--- config.mk ---
export PLATFORM = sky130hd
export DESIGN_NAME = pulse_cmd_queue_flat
export DESIGN_NICKNAME = d
export VERILOG_FILES = /design/src/rtl/pulse_cmd_queue_if.sv /design/src/rtl/pulse_cmd_queue.sv /design/src/flat_wrapper.sv
export SDC_FILE = /design/constraint.sdc
export NUM_CORES = 1
export LEC_CHECK = 0
export ABC_CLOCK_PERIOD_IN_PS = 7400
export CORE_MARGIN = 10
export CORE_UTILIZATION = 60
export DETAILED_ROUTE_END_ITERATION = 10
export HOLD_SLACK_MARGIN = 0.12
export PLACE_DENSITY = 0.78
export SYNTH_ARGS = -nofsm -noshare
export SYNTH_HDL_FRONTEND = slang
export SYNTH_SLANG_ARGS = --single-unit
--- constraint.sdc ---
create_clock -name clk -period 7.4 [get_ports clk]
set_input_delay 1.48 -clock clk [delete_from_list [all_inputs] [get_ports clk]]
set_output_delay 1.48 -clock clk [all_outputs]
set_load 0.03 [all_outputs]
--- src/rtl/pulse_cmd_queue_if.sv ---
// Host byte stream, queue drain and error signals between the host and pulse_cmd_queue.
// The master drives bytes, pops and error clears; the slave is the queue itself.
interface pulse_cmd_queue_if #(
    parameter int DEPTH_LOG2 = 4
);
    logic [7:0]            byte_in;
    logic                  byte_valid;
    logic                  byte_ready;
    logic                  frame_abort;
    logic [31:0]           fifo_dout;
    logic                  fifo_empty;
    logic                  fifo_rd_en;
    logic [DEPTH_LOG2:0]   fifo_count;
    logic                  bad_cmd_err;
    logic                  underrun_err;
    logic                  err_clr;

    modport master (
        output byte_in, byte_valid, frame_abort, fifo_rd_en, err_clr,
        input  byte_ready, fifo_dout, fifo_empty, fifo_count, bad_cmd_err, underrun_err
    );

    modport slave (
        input  byte_in, byte_valid, frame_abort, fifo_rd_en, err_clr,
        output byte_ready, fifo_dout, fifo_empty, fifo_count, bad_cmd_err, underrun_err
    );
endinterface

--- src/rtl/pulse_cmd_queue.sv ---
// Assembles host bytes into 32-bit pulse commands (cmd byte first), validates the command
// and buffers good words in a first-word-fall-through queue drained by the pulse generator.
module pulse_cmd_queue #(
    parameter int DEPTH_LOG2 = 4
) (
    input logic              clk,
    input logic              rst,
    pulse_cmd_queue_if.slave bus
);
    localparam int DEPTH = 1 << DEPTH_LOG2;
    localparam logic [DEPTH_LOG2:0] FULL_COUNT = (DEPTH_LOG2+1)'(DEPTH);

    localparam logic [2:0] ST_B3   = 3'd0;
    localparam logic [2:0] ST_B2   = 3'd1;
    localparam logic [2:0] ST_B1   = 3'd2;
    localparam logic [2:0] ST_B0   = 3'd3;
    localparam logic [2:0] ST_PUSH = 3'd4;

    localparam logic [7:0] CMD_PULSE     = 8'h01;
    localparam logic [7:0] CMD_SET_DELAY = 8'h02;
    localparam logic [7:0] CMD_FLUSH     = 8'hFF;

    logic [2:0]            state;
    logic [31:0]           word;
    logic [31:0]           mem [DEPTH];
    logic [DEPTH_LOG2-1:0] wr_ptr;
    logic [DEPTH_LOG2-1:0] rd_ptr;
    logic [DEPTH_LOG2:0]   count;
    logic [DEPTH_LOG2:0]   count_next;
    logic                  empty_q;
    logic                  bad_q;
    logic                  underrun_q;

    logic accept, in_push, is_enq, is_flush, full, pop, push, flush, stall, drop_bad, underrun_set;

    assign bus.byte_ready = (state != ST_PUSH);
    assign accept   = bus.byte_valid && bus.byte_ready && !bus.frame_abort;
    assign in_push  = (state == ST_PUSH) && !bus.frame_abort;
    assign is_enq   = (word[31:24] == CMD_PULSE) || (word[31:24] == CMD_SET_DELAY);
    assign is_flush = (word[31:24] == CMD_FLUSH);
    assign full     = (count == FULL_COUNT);
    assign pop      = bus.fifo_rd_en && !empty_q;
    assign flush    = in_push && is_flush;
    // A full queue still accepts the word when the generator pops in the same cycle.
    assign push     = in_push && is_enq && (!full || pop);
    assign stall    = in_push && is_enq && full && !pop;
    assign drop_bad = in_push && !is_enq && !is_flush;
    assign underrun_set = bus.fifo_rd_en && empty_q && !flush;

    always_comb begin
        count_next = count;
        if (flush) begin
            count_next = '0;
        end else begin
            case ({push, pop})
                2'b10:   count_next = count + 1'b1;
                2'b01:   count_next = count - 1'b1;
                default: count_next = count;
            endcase
        end
    end

    always_ff @(posedge clk or negedge rst) begin
        if (!rst) begin
            state <= ST_B3;
            word  <= '0;
        end else if (bus.frame_abort) begin
            state <= ST_B3;
        end else begin
            case (state)
                ST_B3:   if (accept) begin word[31:24] <= bus.byte_in; state <= ST_B2;   end
                ST_B2:   if (accept) begin word[23:16] <= bus.byte_in; state <= ST_B1;   end
                ST_B1:   if (accept) begin word[15:8]  <= bus.byte_in; state <= ST_B0;   end
                ST_B0:   if (accept) begin word[7:0]   <= bus.byte_in; state <= ST_PUSH; end
                ST_PUSH: if (!stall) state <= ST_B3;
                default: state <= ST_B3;
            endcase
        end
    end

    always_ff @(posedge clk) begin
        if (push) mem[wr_ptr] <= word;
    end

    always_ff @(posedge clk or negedge rst) begin
        if (!rst) begin
            wr_ptr  <= '0;
            rd_ptr  <= '0;
            count   <= '0;
            empty_q <= 1'b1;
        end else begin
            if (flush) begin
                wr_ptr <= '0;
                rd_ptr <= '0;
            end else begin
                if (push) wr_ptr <= wr_ptr + 1'b1;
                if (pop)  rd_ptr <= rd_ptr + 1'b1;
            end
            count   <= count_next;
            empty_q <= (count_next == '0);
        end
    end

    // Sticky flags: a new error in the same cycle as err_clr keeps the flag set.
    always_ff @(posedge clk or negedge rst) begin
        if (!rst) begin
            bad_q      <= 1'b0;
            underrun_q <= 1'b0;
        end else begin
            if (drop_bad)         bad_q <= 1'b1;
            else if (bus.err_clr) bad_q <= 1'b0;
            if (underrun_set)     underrun_q <= 1'b1;
            else if (bus.err_clr) underrun_q <= 1'b0;
        end
    end

    assign bus.fifo_dout    = empty_q ? 32'h0 : mem[rd_ptr];
    assign bus.fifo_empty   = empty_q;
    assign bus.fifo_count   = count;
    assign bus.bad_cmd_err  = bad_q;
    assign bus.underrun_err = underrun_q;
endmodule

--- src/flat_wrapper.sv ---
// flat-port wrapper written by rule: the top's interface ports become plain ports
module pulse_cmd_queue_flat 
#(
    parameter int DEPTH_LOG2 = 4
)
  (clk, rst, bus_byte_in, bus_byte_valid, bus_frame_abort, bus_fifo_rd_en, bus_err_clr, bus_byte_ready, bus_fifo_dout, bus_fifo_empty, bus_fifo_count, bus_bad_cmd_err, bus_underrun_err);
  pulse_cmd_queue_if #(.DEPTH_LOG2(DEPTH_LOG2)) bus_i ();
  input logic clk;
  input logic rst;
  input wire logic [$bits(bus_i.byte_in)-1:0] bus_byte_in;
  input wire logic [$bits(bus_i.byte_valid)-1:0] bus_byte_valid;
  input wire logic [$bits(bus_i.frame_abort)-1:0] bus_frame_abort;
  input wire logic [$bits(bus_i.fifo_rd_en)-1:0] bus_fifo_rd_en;
  input wire logic [$bits(bus_i.err_clr)-1:0] bus_err_clr;
  output wire logic [$bits(bus_i.byte_ready)-1:0] bus_byte_ready;
  output wire logic [$bits(bus_i.fifo_dout)-1:0] bus_fifo_dout;
  output wire logic [$bits(bus_i.fifo_empty)-1:0] bus_fifo_empty;
  output wire logic [$bits(bus_i.fifo_count)-1:0] bus_fifo_count;
  output wire logic [$bits(bus_i.bad_cmd_err)-1:0] bus_bad_cmd_err;
  output wire logic [$bits(bus_i.underrun_err)-1:0] bus_underrun_err;
  assign bus_i.byte_in = bus_byte_in;
  assign bus_i.byte_valid = bus_byte_valid;
  assign bus_i.frame_abort = bus_frame_abort;
  assign bus_i.fifo_rd_en = bus_fifo_rd_en;
  assign bus_i.err_clr = bus_err_clr;
  assign bus_byte_ready = bus_i.byte_ready;
  assign bus_fifo_dout = bus_i.fifo_dout;
  assign bus_fifo_empty = bus_i.fifo_empty;
  assign bus_fifo_count = bus_i.fifo_count;
  assign bus_bad_cmd_err = bus_i.bad_cmd_err;
  assign bus_underrun_err = bus_i.underrun_err;
  pulse_cmd_queue #(.DEPTH_LOG2(DEPTH_LOG2)) u_core (.clk(clk), .rst(rst), .bus(bus_i));
endmodule
==> flow_metrics.tcl, run 1 <==
set metrics [dict create \
    path_clk_slew_ns 0.06 \
    synth_compound_area_share_pct 0.647 \
    drive_gt1_share_pct 29.8 \
    fin_ws_ns 1.91 \
    clockRootBuffer "clkbuf_16" \
    route.vias.total 10000 \
    clock_latency_ns 0.57 \
    worst_clock_skew_ns 0.0195 \
    grt-ovfl-total 0 \
    io_buffer_count 54 \
    cpLargestDelayFamily "buffers and inverters" \
    design_area_mm2 0.0248 \
    synth_top_area_share_pct 70.3 \
    first_pass_iters 5 \
    yosys.area_share.xor_xnor_pct 0.441 \
    synth_top_family_by_area "multiplexers" \
    final.period_utilization_pct 74.2 \
    grt_max_degree 52 \
    worst_pin_slew_ns 1.29 \
    htree_levels 2 \
    cts_tree "done" \
    fin_nets 1064 \
    num_antenna_cells 0 \
    crit_slowest_cell "dfrtp_4" \
    grt_pass1_wl_um 69800 \
    clock_path_buffers 3 \
    setup_viol 0 \
    required_ns 5.92 \
    die_area_mm2 0.0445 \
    rows 69 \
    crit_fanout 37 \
    yosysSeqAreaShare_pct 76.2 \
    syn_inst 960 \
    worstPathCellList "buf_4 > mux4_2 > mux4_2 > nor2b_1 > clkdlybuf4s50_1" \
    syn_area_mm2 0.0219 \
    synth-main-ff-cell "edfxtp_1" \
    critPathLaunchType "register" \
    synth_common_cells "edfxtp_1 (512), mux4_2 (160), dfrtp_1 (50)" \
    grt_use_total_pct 21.2 \
    die_w_um 211 \
    critical_path_buf_inv_count 2 \
    yosys.area_share.simple_pct 2.87 \
    pre_cts_ws_ns 2.34 \
    ant_nets 0 \
    outcome "completed" \
    routed_wl_um 45600 \
    drt_iter0_drc 1059 \
    powerDensity_mw_per_mm2 386 \
    yosysMostFrequentCell "edfxtp_1" \
    min_from "u_core.bus.bad_cmd_err$_DFFE_PN0P_" \
    crit_path_end_kind "output port" \
    synthArstFlopShare_pct 9.06 \
    hold_path_class "register to register" \
    ioPinCount 55 \
    startpoint "u_core.rd_ptr[0]$_DFFE_PN0P_" \
    synth.distinct_cells 42 \
    p_leak_nw 8.02 \
    post_cts_buffers 0 \
    place_area_mm2 0.0230 \
    total_power_mw 9.58 \
    final_hold_viol_count 0 \
    peakVddDrop_mv 0.277 \
    coreArea_mm2 0.0357 \
    max_freq_mhz 182 \
    antenna_found_initial 2 \
    syn2layout_area_growth_pct 13.6 \
    r2r_start "u_core.word[27]$_DFFE_PN0P_" \
    rsz0062_at_grt "false" \
    period_needed_ns 5.49 \
    first_global_vias 10700 \
    start_util_pct 61.1 \
    synth-adder-area-share_pct 0.550 \
    hold_ws_ns 0.547 \
    critPathArrivalTime_ns 4.01 \
    netlist_top_cells_area "edfxtp_1 (70%), mux4_2 (16%), dfrtp_1 (5.7%)" \
    slowest_delay_ns 0.93 \
    die_h_um 211 \
    syn_nets 983 \
    hpwl_um 24300 \
    slew_viol_final 0 \
    yosys_warnings 0 \
    numCtsBuffers 53 \
    drc 0 \
    cts.repair.resized 0 \
    avgViaCountPerCell 6.49 \
    gp_congestion 0.797 \
    clkSinkCount 563 \
    wl_per_cell_um 29.5 \
    cts_hold_buf 0 \
    relSlewSlack_pct 13.2 \
    cap_violations 0 \
    syn_area_per_cell_um2 22.8 \
    fin_tns_setup_ns 0 \
    ys_ff_latch 563 \
    synth_mux_area_share_pct 18.3 \
    synth_edf_count 512 \
    yosys.area.top_type "edfxtp_1" \
    critPathKind "register to output port" \
    crit_top_cell "mux4_2" \
]
final timing paths:
path                                                      end  slack [ns]  cells after the start
hold reg to reg            u_core.bus.bad_cmd_err$_DFFE_PN0P_        0.55                      2
min in group asynchronous  u_core.bus.fifo_count[3]$_DFF_PN0_        1.04                      2
hold / removal             u_core.bus.bad_cmd_err$_DFFE_PN0P_        0.55                      2
setup / recovery                            bus_fifo_dout[30]        1.91                      5
setup reg to reg                 u_core.mem[14][17]$_DFFE_PP_        3.72                      5
max in group asynchronous        u_core.rd_ptr[0]$_DFFE_PN0P_        5.79                      2
where the power goes:
group	switching [mW]	internal [mW]
registers	0.449	3.72
clock network	1.14	1.68
logic	1.19	1.39
total	2.78	6.80
flip-flops by register name (all words and copies together), names as in the netlist:
signal                   flops
u_core.bus.bad_cmd_err       1
u_core.bus.fifo_count        5
u_core.bus.fifo_empty        1
u_core.bus.underrun_err      1
u_core.mem                 512
u_core.rd_ptr                4
u_core.state                 3
u_core.word                 32
u_core.wr_ptr                4
stage by stage:
step / instances / utilization, %
after detailed placement: 1447 / 64.3
after global routing: 1547 / 69.5
after global placement: 1447 / 64.3
after floorplan: 960 / -
final: 1547 / 69.5
after CTS: 1547 / 69.5
final cells by class:
cell class	instances	area (um2)
Fill cell	2129	10900
Tap cell	461	577
Multi-Input combinational cell	341	5040
Inverter	12	45.0
Clock buffer	76	1530
Timing Repair Buffer	70	668
Sequential cell	563	16700
Clock inverter	24	310
cells by family after synthesis:
family	Yosys count
multiplexers	195
AND/OR/NAND/NOR	108
XOR/XNOR	11
AO/OA/AOI/OAI	18
flip-flops	563
adder cells (fa/ha/maj)	9
buffers and inverters	56
metal layers:
metal | global-route usage (%) | part of all wire, % | vias to the layer above
li1 | - | - | 4164
met1 | 29.2 | 40 | 5306
met2 | 33.9 | 50 | 474
met3 | 4.29 | 7.9 | 89
met4 | 6.87 | 2.9 | 0
met5 | 0 | 0 | -
worst register-to-register path, delay by kind of cell (launching register included):
| family | cells | cell delay (ns) |
|---|---|---|
| DFF | 1 | 0.61 |
| AOI/OAI and AO/OA | 1 | 0.34 |
| and+or+nand+nor | 4 | 2.34 |
cell usage in the layout (no fill, tap or decap), types with 5 or more instances in the layout:
master,count
inv_1,12
nor2_1,19
mux2_2,32
and2_2,8
ha_1,8
clkbuf_1,14
nor4_2,6
buf_4,15
clkdlybuf4s50_1,53
dfrtp_1,46
clkbuf_8,7
mux4_2,160
xnor2_1,7
nand4_1,5
nand2_1,13
bufinv_16,7
edfxtp_1,512
nor2b_1,34
clkinv_2,8
clkbuf_16,55
No activity file was read; power rests on OpenSTA's default activity.
==> run 2, diff against run 1 <==
--- a/config.mk
+++ b/config.mk
@@ -5,7 +5,7 @@
 export SDC_FILE = /design/constraint.sdc
 export NUM_CORES = 1
 export LEC_CHECK = 0
-export ABC_CLOCK_PERIOD_IN_PS = 7400
+export ABC_CLOCK_PERIOD_IN_PS = 5200
 export CORE_MARGIN = 10
 export CORE_UTILIZATION = 60
 export DETAILED_ROUTE_END_ITERATION = 10
==> constraint.sdc (replaced) <==
create_clock -name clk -period 5.2 [get_ports clk]
set_input_delay 1.04 -clock clk [delete_from_list [all_inputs] [get_ports clk]]
set_output_delay 1.04 -clock clk [all_outputs]
set_load 0.03 [all_outputs]
==> run 2 against run 1 <==
Net effect: first-iteration DRC count rose by 25%; utilization barely moved; combinational power rose by 54%; sequential power rose by 43%; highest routed layer is now met5.
==> flow_metrics.tcl, run 2 (synthesized netlist as in run 1, its figures left out) <==
set metrics [dict create \
    clkSinkCount 563 \
    crit_top_cell "mux4_2" \
    grt_max_degree 52 \
    p_leak_nw 8.04 \
    wl_per_cell_um 30.9 \
    final_common_cell "edfxtp_1" \
    ioPinCount 55 \
    final_util_pct 69.4 \
    clockRootBuffer "clkbuf_16" \
    coreArea_mm2 0.0357 \
    multi_input_area_mm2 0.00504 \
    critPathLaunchType "register" \
    worstPathCellList "buf_4 > mux4_2 > mux4_2 > nor2b_1 > clkdlybuf4s50_1" \
    period_needed_ns 4.86 \
    first_pass_iters 5 \
    path_clk_slew_ns 0.06 \
    most-common-layout-cells "edfxtp_1 (512), mux4_2 (160), clkbuf_16 (55), clkdlybuf4s50_1 (53), dfrtp_1 (46)" \
    cts_hold_buf 0 \
    critPathArrivalTime_ns 3.82 \
    io_buffer_count 54 \
    largest_reg_flops 512 \
    first_global_vias 10700 \
    ant_nets 0 \
    hold_ws_ns 0.546 \
    route.vias.total 10300 \
    peakVddDrop_mv 0.463 \
    drive_gt1_share_pct 29.8 \
    antenna_found_initial 3 \
    largest-register "u_core.mem" \
    crit_fanout 30 \
    die_w_um 211 \
    hold_path_class "register to register" \
    avgViaCountPerCell 6.60 \
    hpwl_um 28900 \
    drc 0 \
    rows 69 \
    grt_use_total_pct 22.5 \
    required_ns 4.16 \
    syn2layout_area_growth_pct 13.6 \
    slew_viol_final 0 \
    clock_latency_ns 0.59 \
    routed_wl_um 48300 \
    max_freq_mhz 206 \
    grt-ovfl-total 0 \
    drt_iter0_drc 1329 \
    numCtsBuffers 53 \
    htree_levels 2 \
    final.period_utilization_pct 93.5 \
    fin_nets 1080 \
    rsz0062_at_grt "false" \
    grt_pass1_wl_um 72900 \
    clock_path_buffers 3 \
    total_power_mw 13.6 \
    worst_pin_slew_ns 1.03 \
    num_antenna_cells 0 \
    cts_tree "done" \
    die_h_um 211 \
    cts.repair.resized 0 \
    cap_violations 0 \
    setup_viol 0 \
    seq_area_mm2 0.0167 \
    start_util_pct 61.1 \
    crit_path_end_kind "output port" \
    slowest_delay_ns 0.84 \
    final_hold_viol_count 0 \
    die_area_mm2 0.0445 \
    critPathKind "register to output port" \
    relSlewSlack_pct 31.3 \
    outcome "completed" \
    post_cts_buffers 0 \
    n_fill_cell 2113 \
    powerDensity_mw_per_mm2 548 \
    crit_slowest_cell "dfrtp_4" \
    worst_clock_skew_ns 0.0263 \
    gp_congestion 0.836 \
]
## run 2: cell count changes in the layout (fill, tap and decap cells not counted), sizes merged
cell	delta
clkinvlp	-2
clkbuf	-5
buf	+16
clkinv	+10
bufinv	-4
inv	-1
## run 2: where the power goes
part | internal (mW) | switching, mW
sequential | 5.30 | 0.660
combinational | 2.04 | 1.93
clock | 2.11 | 1.57
## run 2: path summary, 6_finish.rpt
kind | startpoint | endpoint | slack [ns] | cells after the start
hold / removal | u_core.bus.underrun_err$_DFFE_PN0P_ | u_core.bus.underrun_err$_DFFE_PN0P_ | 0.55 | 2
min in group asynchronous | rst | u_core.word[31]$_DFFE_PN0P_ | 0.59 | 2
max in group asynchronous | rst | u_core.rd_ptr[0]$_DFFE_PN0P_ | 4.11 | 2
hold reg to reg | u_core.bus.underrun_err$_DFFE_PN0P_ | u_core.bus.underrun_err$_DFFE_PN0P_ | 0.55 | 2
setup reg to reg | u_core.word[26]$_DFFE_PN0P_ | u_core.mem[13][17]$_DFFE_PP_ | 1.58 | 6
setup / recovery | u_core.rd_ptr[0]$_DFFE_PN0P_ | bus_fifo_dout[28] | 0.34 | 5
## run 2: final cells by class
| cell class | instances | area share [%] |
|---|---|---|
| inverters | 12 | 0.181 |
| multi-input cells | 341 | 20.3 |
| clock inverters | 27 | 0.806 |
| flip-flops and latches | 563 | 67.1 |
| well taps | 461 | 2.32 |
| repair buffers | 86 | 3.38 |
| clock buffers | 71 | 5.87 |
## run 2: stage by stage
stage	instances	TNS, ns	setup slack, ns	cell area [um2]
6_report	1561	0	0.338	24800
5_1_grt	1561	0	0.181	24800
4_1_cts	1561	0	0.276	24800
3_5_place_dp	1463	0	0.722	23200
3_3_place_gp	1463	0	0.846	23200
2_1_floorplan	960	-73.48	-0.574	21900
## run 2: worst max-delay path: cells and delay by family, from the launching register on
family | cells | cell delay, ns
flip-flops | 1 | 0.84
multiplexers | 2 | 1.17
buffers and inverters | 2 | 1.05
AND/OR/NAND/NOR | 1 | 0.17
## run 2: metal layers
metal,vias up,global-route usage [%],routed length (um)
li1,4201,-,-
met5,-,0,27
met4,4,6.37,1110
met1,5476,32.1,19000
met3,69,5.34,4900
met2,548,34.6,23200
==> RTL edit 1, RTL diff (flow settings as in run 1) <==
Reset style: synchronous (`rst`), changed in 3 clocked blocks.
--- a/src/rtl/pulse_cmd_queue.sv
+++ b/src/rtl/pulse_cmd_queue.sv
@@ -60,7 +60,7 @@
         end
     end
 
-    always_ff @(posedge clk or negedge rst) begin
+    always_ff @(posedge clk) begin
         if (!rst) begin
             state <= ST_B3;
             word  <= '0;
@@ -82,7 +82,7 @@
         if (push) mem[wr_ptr] <= word;
     end
 
-    always_ff @(posedge clk or negedge rst) begin
+    always_ff @(posedge clk) begin
         if (!rst) begin
             wr_ptr  <= '0;
             rd_ptr  <= '0;
@@ -102,7 +102,7 @@
     end
 
     // Sticky flags: a new error in the same cycle as err_clr keeps the flag set.
-    always_ff @(posedge clk or negedge rst) begin
+    always_ff @(posedge clk) begin
         if (!rst) begin
             bad_q      <= 1'b0;
             underrun_q <= 1'b0;
Function: differs if rst is asserted again (counterexample within 4 cycles, from zero or initial values and one cycle with rst low); with rst held inactive, the same outputs for 4 cycles.
==> RTL edit 1 against run 1 <==
Area after synthesis increased by 0.38%; clock skew decreased by 0.0091 ns; first-iteration DRC count increased by 9.7%; global-route usage increased by 0.56 points; sequential share of layout area decreased by 0.72 points; via count increased by 4.9%; wire length increased by 4.5%; utilization decreased by 0.15 points; worst setup slack improved by 0.18 ns; sequential cell count increased by 4; design area about the same; critical path type unchanged.
Power is not compared: it rests on default switching activity, and its combinational part moved more than twofold at a synthesized area within 25%.
==> RTL edit 1: results (changes against run 1) <==
mux share of post-synthesis cell area 0.180 (was 0.183); GP Congestion 0.809 (was 0.797); asr flop ratio synth 0 (was 0.0906); Worst-path clk slew 0.06 ns (about the same); CP arrival 3.83 ns (was 4.01 ns); Slew @ Worst Pin 1.16 ns (was 1.29 ns); clock skew 0.0103 ns (was 0.0195 ns); xor/xnor cell area share of the yosys netlist 0.00439 (was 0.00441); Reg-to-Reg End u_core.bus.fifo_count[4] (was u_core.mem[14][17]); placed instance area 0.0232 mm^2 (was 0.0230 mm^2); synth unique cells 47 (was 42); Total GRT Usage 0.218 (was 0.212); Crit Path Max Fanout 66 (was 37); initial antenna violation count 0 (was 2); Finished Layout Cells 1,608 (was 1,547); syn_nets 1,042 (was 983); first-pass GRT wire length 71.3 mm (was 69.8 mm); vias in the first global route 10,900 (was 10,700); Avg Cell Area, Syn 21.5 um^2 (was 22.8 um^2); register area share after synthesis 0.751 (was 0.762); status completed (unchanged); adder-cell share of the synthesized area 0.00548 (was 0.00550); Compound-Gate Fraction of Synth Area 0.00781 (was 0.00647); Antenna diodes 0 (unchanged); hold_ws 0.505 ns (was 0.547 ns); R2R Setup Slk 3.69 ns (was 3.72 ns); reg2reg path depth 11 (was 5); Synth area leaders edfxtp_1 (70%), mux4_2 (16%), dfxtp_1 (5.0%) (was edfxtp_1 (70%), mux4_2 (16%), dfrtp_1 (5.7%)); worst hold start u_core.rd_ptr[1] (was u_core.bus.bad_cmd_err); Vias/cell 6.55 (was 6.49); R2R Path Start u_core.word[31] (was u_core.word[27]); pin count of the biggest net entering global routing 86 (was 52); nets 1,127 (was 1,064); top cells by count, synth edfxtp_1 (512), mux4_2 (160), nor2b_1 (70) (was edfxtp_1 (512), mux4_2 (160), dfrtp_1 (50)); Initial DRC Count 1,162 (was 1,059); CTS buffer count 55 (was 53); Leak 7.54 nW; pre-CTS WS 2.53 ns (was 2.34 ns); Post-synth EDFFs 512 (unchanged)
==> RTL edit 1: changes by cell type in the layout (fill, tap and decap cells not counted), sizes merged, moves of 7 or more <==
cell and change:
buf +9, mux2i +32, dfrtp -50, clkbuf +8, nor2b +36, mux2 -32
inv -7, nor4 -7, and2 -8, nor2 +13, dfxtp +55
==> RTL edit 1: power breakdown <==
group          switching, mW  internal [mW]
registers             0.0491           3.46
clock network           1.12           1.49
logic                  0.209          0.192
==> RTL edit 1: worst max path at each step <==
stage / startpoint / slack, ns / depth (start not counted) / end
floorplan: bus_frame_abort / 2.17 / 5 / u_core.mem[0][0]
global placement: bus_frame_abort / 2.64 / 11 / u_core.bus.fifo_count[4]
detailed placement: bus_frame_abort / 2.53 / 11 / u_core.bus.fifo_count[4]
CTS: flip-flop / 2.06 / 5 / bus_fifo_dout[26]
global route: flip-flop / 2.00 / 5 / bus_fifo_dout[26]
finish: flip-flop / 2.09 / 5 / bus_fifo_dout[9]
==> RTL edit 1: critical path: stages (launching register included) <==
cell and delay (ns):
dfxtp_4 1.05, buf_12 0.44, mux4_2 0.39, mux4_2 0.50, nor2b_1 0.16, clkdlybuf4s50_1 0.64
==> RTL edit 1: cell families (layout without fill, tap and decap cells) <==
| family | count (synthesis) | in the layout |
|---|---|---|
| AO/OA/AOI/OAI | 26 | 26 |
| XOR/XNOR | 11 | 11 |
| adder cells (fa/ha/maj) | 9 | 9 |
| buffers and inverters | 58 | 186 |
| flip-flops | 567 | 567 |
| multiplexers | 195 | 195 |
| AND/OR/NAND/NOR | 153 | 153 |
==> RTL edit 1: metal layers <==
layer | up-vias | global-route usage | wire length (um) | part of all wire
met4 | 0 | 0.0574 | 1060 | 0.022
li1 | 4355 | - | - | -
met3 | 75 | 0.0408 | 3950 | 0.083
met1 | 5577 | 0.293 | 18700 | 0.39
met5 | - | 0 | 0 | 0
met2 | 520 | 0.362 | 24000 | 0.50
==> RTL edit 1: final cells by class <==
cell class	count	area, um^2
flip-flops and latches	567	16500
fillers	2120	11000
multi-input cells	394	5330
clock buffers	84	1540
repair buffers	80	761
well taps	461	577
clock inverters	16	129
inverters	6	22.5
==> RTL edit 1: per-stage QoR <==
stage / total power [mW] / utilization
3_5_place_dp: 3.98 / 0.647
6_report: 6.52 / 0.693
5_1_grt: 6.71 / 0.693
4_1_cts: 6.57 / 0.693
2_1_floorplan: 3.84 / -
3_3_place_gp: 3.98 / 0.647
==> RTL edit 2, RTL diff (settings of run 1) <==
Made on the original files. `DEPTH_LOG2` is set to 4 in 3 places; all go to 5.
--- a/src/rtl/pulse_cmd_queue_if.sv
+++ b/src/rtl/pulse_cmd_queue_if.sv
@@ -1,7 +1,7 @@
 // Host byte stream, queue drain and error signals between the host and pulse_cmd_queue.
 // The master drives bytes, pops and error clears; the slave is the queue itself.
 interface pulse_cmd_queue_if #(
-    parameter int DEPTH_LOG2 = 4
+    parameter int DEPTH_LOG2 = 5
 );
     logic [7:0]            byte_in;
     logic                  byte_valid;
--- a/src/rtl/pulse_cmd_queue.sv
+++ b/src/rtl/pulse_cmd_queue.sv
@@ -1,7 +1,7 @@
 // Assembles host bytes into 32-bit pulse commands (cmd byte first), validates the command
 // and buffers good words in a first-word-fall-through queue drained by the pulse generator.
 module pulse_cmd_queue #(
-    parameter int DEPTH_LOG2 = 4
+    parameter int DEPTH_LOG2 = 5
 ) (
     input logic              clk,
     input logic              rst,
--- a/src/flat_wrapper.sv
+++ b/src/flat_wrapper.sv
@@ -1,7 +1,7 @@
 // flat-port wrapper written by rule: the top's interface ports become plain ports
 module pulse_cmd_queue_flat 
 #(
-    parameter int DEPTH_LOG2 = 4
+    parameter int DEPTH_LOG2 = 5
 )
   (clk, rst, bus_byte_in, bus_byte_valid, bus_frame_abort, bus_fifo_rd_en, bus_err_clr, bus_byte_ready, bus_fifo_dout, bus_fifo_empty, bus_fifo_count, bus_bad_cmd_err, bus_underrun_err);
   pulse_cmd_queue_if #(.DEPTH_LOG2(DEPTH_LOG2)) bus_i ();
Interface: changed (resized bus_fifo_count); port bits go from 55 to 56. The function was not compared with the original's and may differ.
==> RTL edit 2 against run 1 <==
Worst hold slack worse by 0.0038 ns; first-iteration DRC count is 140% higher; design area is 88% higher; wire length is 110% higher; sequential cell count is 515 higher; die area is 80% higher; worst setup slack worse by 0.28 ns; combinational power is 110% higher; area after synthesis is 89% higher; power is 92% higher; sequential power is 85% higher; largest power group unchanged.
==> RTL edit 2: results (changes against run 1) <==
status completed (unchanged); Largest register FFs 1,024 (was 512); prevailing post-synth register cell edfxtp_1 (unchanged); synth unique cells 40 (was 42); clock skew 0.0267 ns (was 0.0195 ns); Slew @ Worst Pin 1.38 ns (was 1.29 ns); Slowest-stage cell, CP dfrtp_4 (unchanged); CTS Hold Bufs 0 (unchanged); vias in the first global route 19,900 (was 10,700); register area share after synthesis 0.776 (was 0.762); syn_nets 1,731 (was 983); Leak 14.8 nW (was 8.02 nW); Synth area leaders edfxtp_1 (74%), mux4_2 (17%), dfrtp_1 (3.2%) (was edfxtp_1 (70%), mux4_2 (16%), dfrtp_1 (5.7%)); asr flop ratio synth 0.0501 (was 0.0906); Initial DRC Count 2,529 (was 1,059); xor/xnor cell area share of the yosys netlist 0.00318 (was 0.00441); Ys Warns 0 (unchanged); GP Congestion 0.824 (was 0.797); Max stage delay on crit path 1.09 ns (was 0.93 ns); cts repair resizes 0 (unchanged); nets 1,840 (was 1,064); adder-cell share of the synthesized area 0.00321 (was 0.00550); via count 19,200 (was 10,000); pin count of the biggest net entering global routing 79 (was 52); Compound-Gate Fraction of Synth Area 0.00892 (was 0.00647); top cells by count, synth edfxtp_1 (1,024), mux4_2 (320), nor2_1 (59) (was edfxtp_1 (512), mux4_2 (160), dfrtp_1 (50)); HPWL Detailed 53.4 mm (was 24.3 mm); Antenna diodes 0 (unchanged); worst hold path class flip-flop to flip-flop (unchanged); Crit Path Max Fanout 64 (was 37); R2R Setup Slk 2.99 ns (was 3.72 ns); Total GRT Usage 0.252 (was 0.212); mux share of post-synthesis cell area 0.184 (was 0.183); placed instance area 0.0432 mm^2 (was 0.0230 mm^2); Routed WL 97.4 mm (was 45.6 mm); initial antenna violation count 3 (was 2); Clock Latency Late Sink 0.67 ns (was 0.57 ns); FILL cells 3,864 (was 2,129); first-pass GRT wire length 143 mm (was 69.8 mm); CTS buffer count 102 (was 53); register area 0.0321 mm^2 (was 0.0167 mm^2); layout cells sized above 1 0.308 (was 0.298); maximum clock insertion buffer count 3 (unchanged); Post-synth EDFFs 1,024 (was 512); maximum vdd drop 0.000374 V (was 0.000277 V); Max Cap Viol 0 (unchanged); H-tree Lvls 3 (was 2); port bufs 55 (was 54)
-- RTL edit 2: cell count changes after synthesis, sizes merged, moves of 8 or more --
cell and delta:
edfxtp +512, mux4 +160, nor2 +36, a22o +32
buf +29, nor2b -29, clkbuf +15, xor2 +8
-- RTL edit 2: worst max-delay path: cells and delay by family, from the launching register on --
family,cells,cell delay (ns)
muxes,2,0.96
buffers and inverters,2,1.27
DFF,1,1.09
AOI/OAI and AO/OA,1,0.29
-- RTL edit 2: metrics by stage --
step	cells	hold slack, ns	setup WS [ns]
floorplan	1707	0.505	3.08
global placement	2594	0.520	2.01
detailed placement	2594	0.521	1.88
CTS	2783	0.547	1.55
global route	2783	0.570	1.48
finish	2783	0.543	1.62
-- RTL edit 2: final timing paths --
check,startpoint,to,cells past startpoint
worst max-delay path,u_core.rd_ptr[1],bus_fifo_dout[22],5
worst min-delay path,u_core.bus.bad_cmd_err,u_core.bus.bad_cmd_err,2
worst max register to register,u_core.word[31],u_core.mem[24][15],7
worst min register to register,u_core.bus.bad_cmd_err,u_core.bus.bad_cmd_err,2
max in group asynchronous,rst,u_core.rd_ptr[2],2
min in group asynchronous,rst,u_core.bus.fifo_count[1],2
-- RTL edit 2: layout make-up --
cell class,count,area share
Clock inverter,66,0.0153
Sequential cell,1078,0.689
Multi-Input combinational cell,535,0.194
Timing Repair Buffer,93,0.0194
Inverter,6,0.000483
Clock buffer,123,0.0583
Tap cell,882,0.0237
-- RTL edit 2: power breakdown --
part           internal, mW  total (mW)  switching [mW]
clock                  3.14        5.37            2.23
combinational          2.48        5.29            2.81
sequential             7.13        7.70           0.576
-- RTL edit 2: layer usage --
layer  wire length (um)  vias up  global-route usage
met5                 33        -                   0
met3               7930      159              0.0401
li1                   -     7535                   -
met1              35400    10400               0.332
met2              50900     1117               0.429
met4               3120        4              0.0837
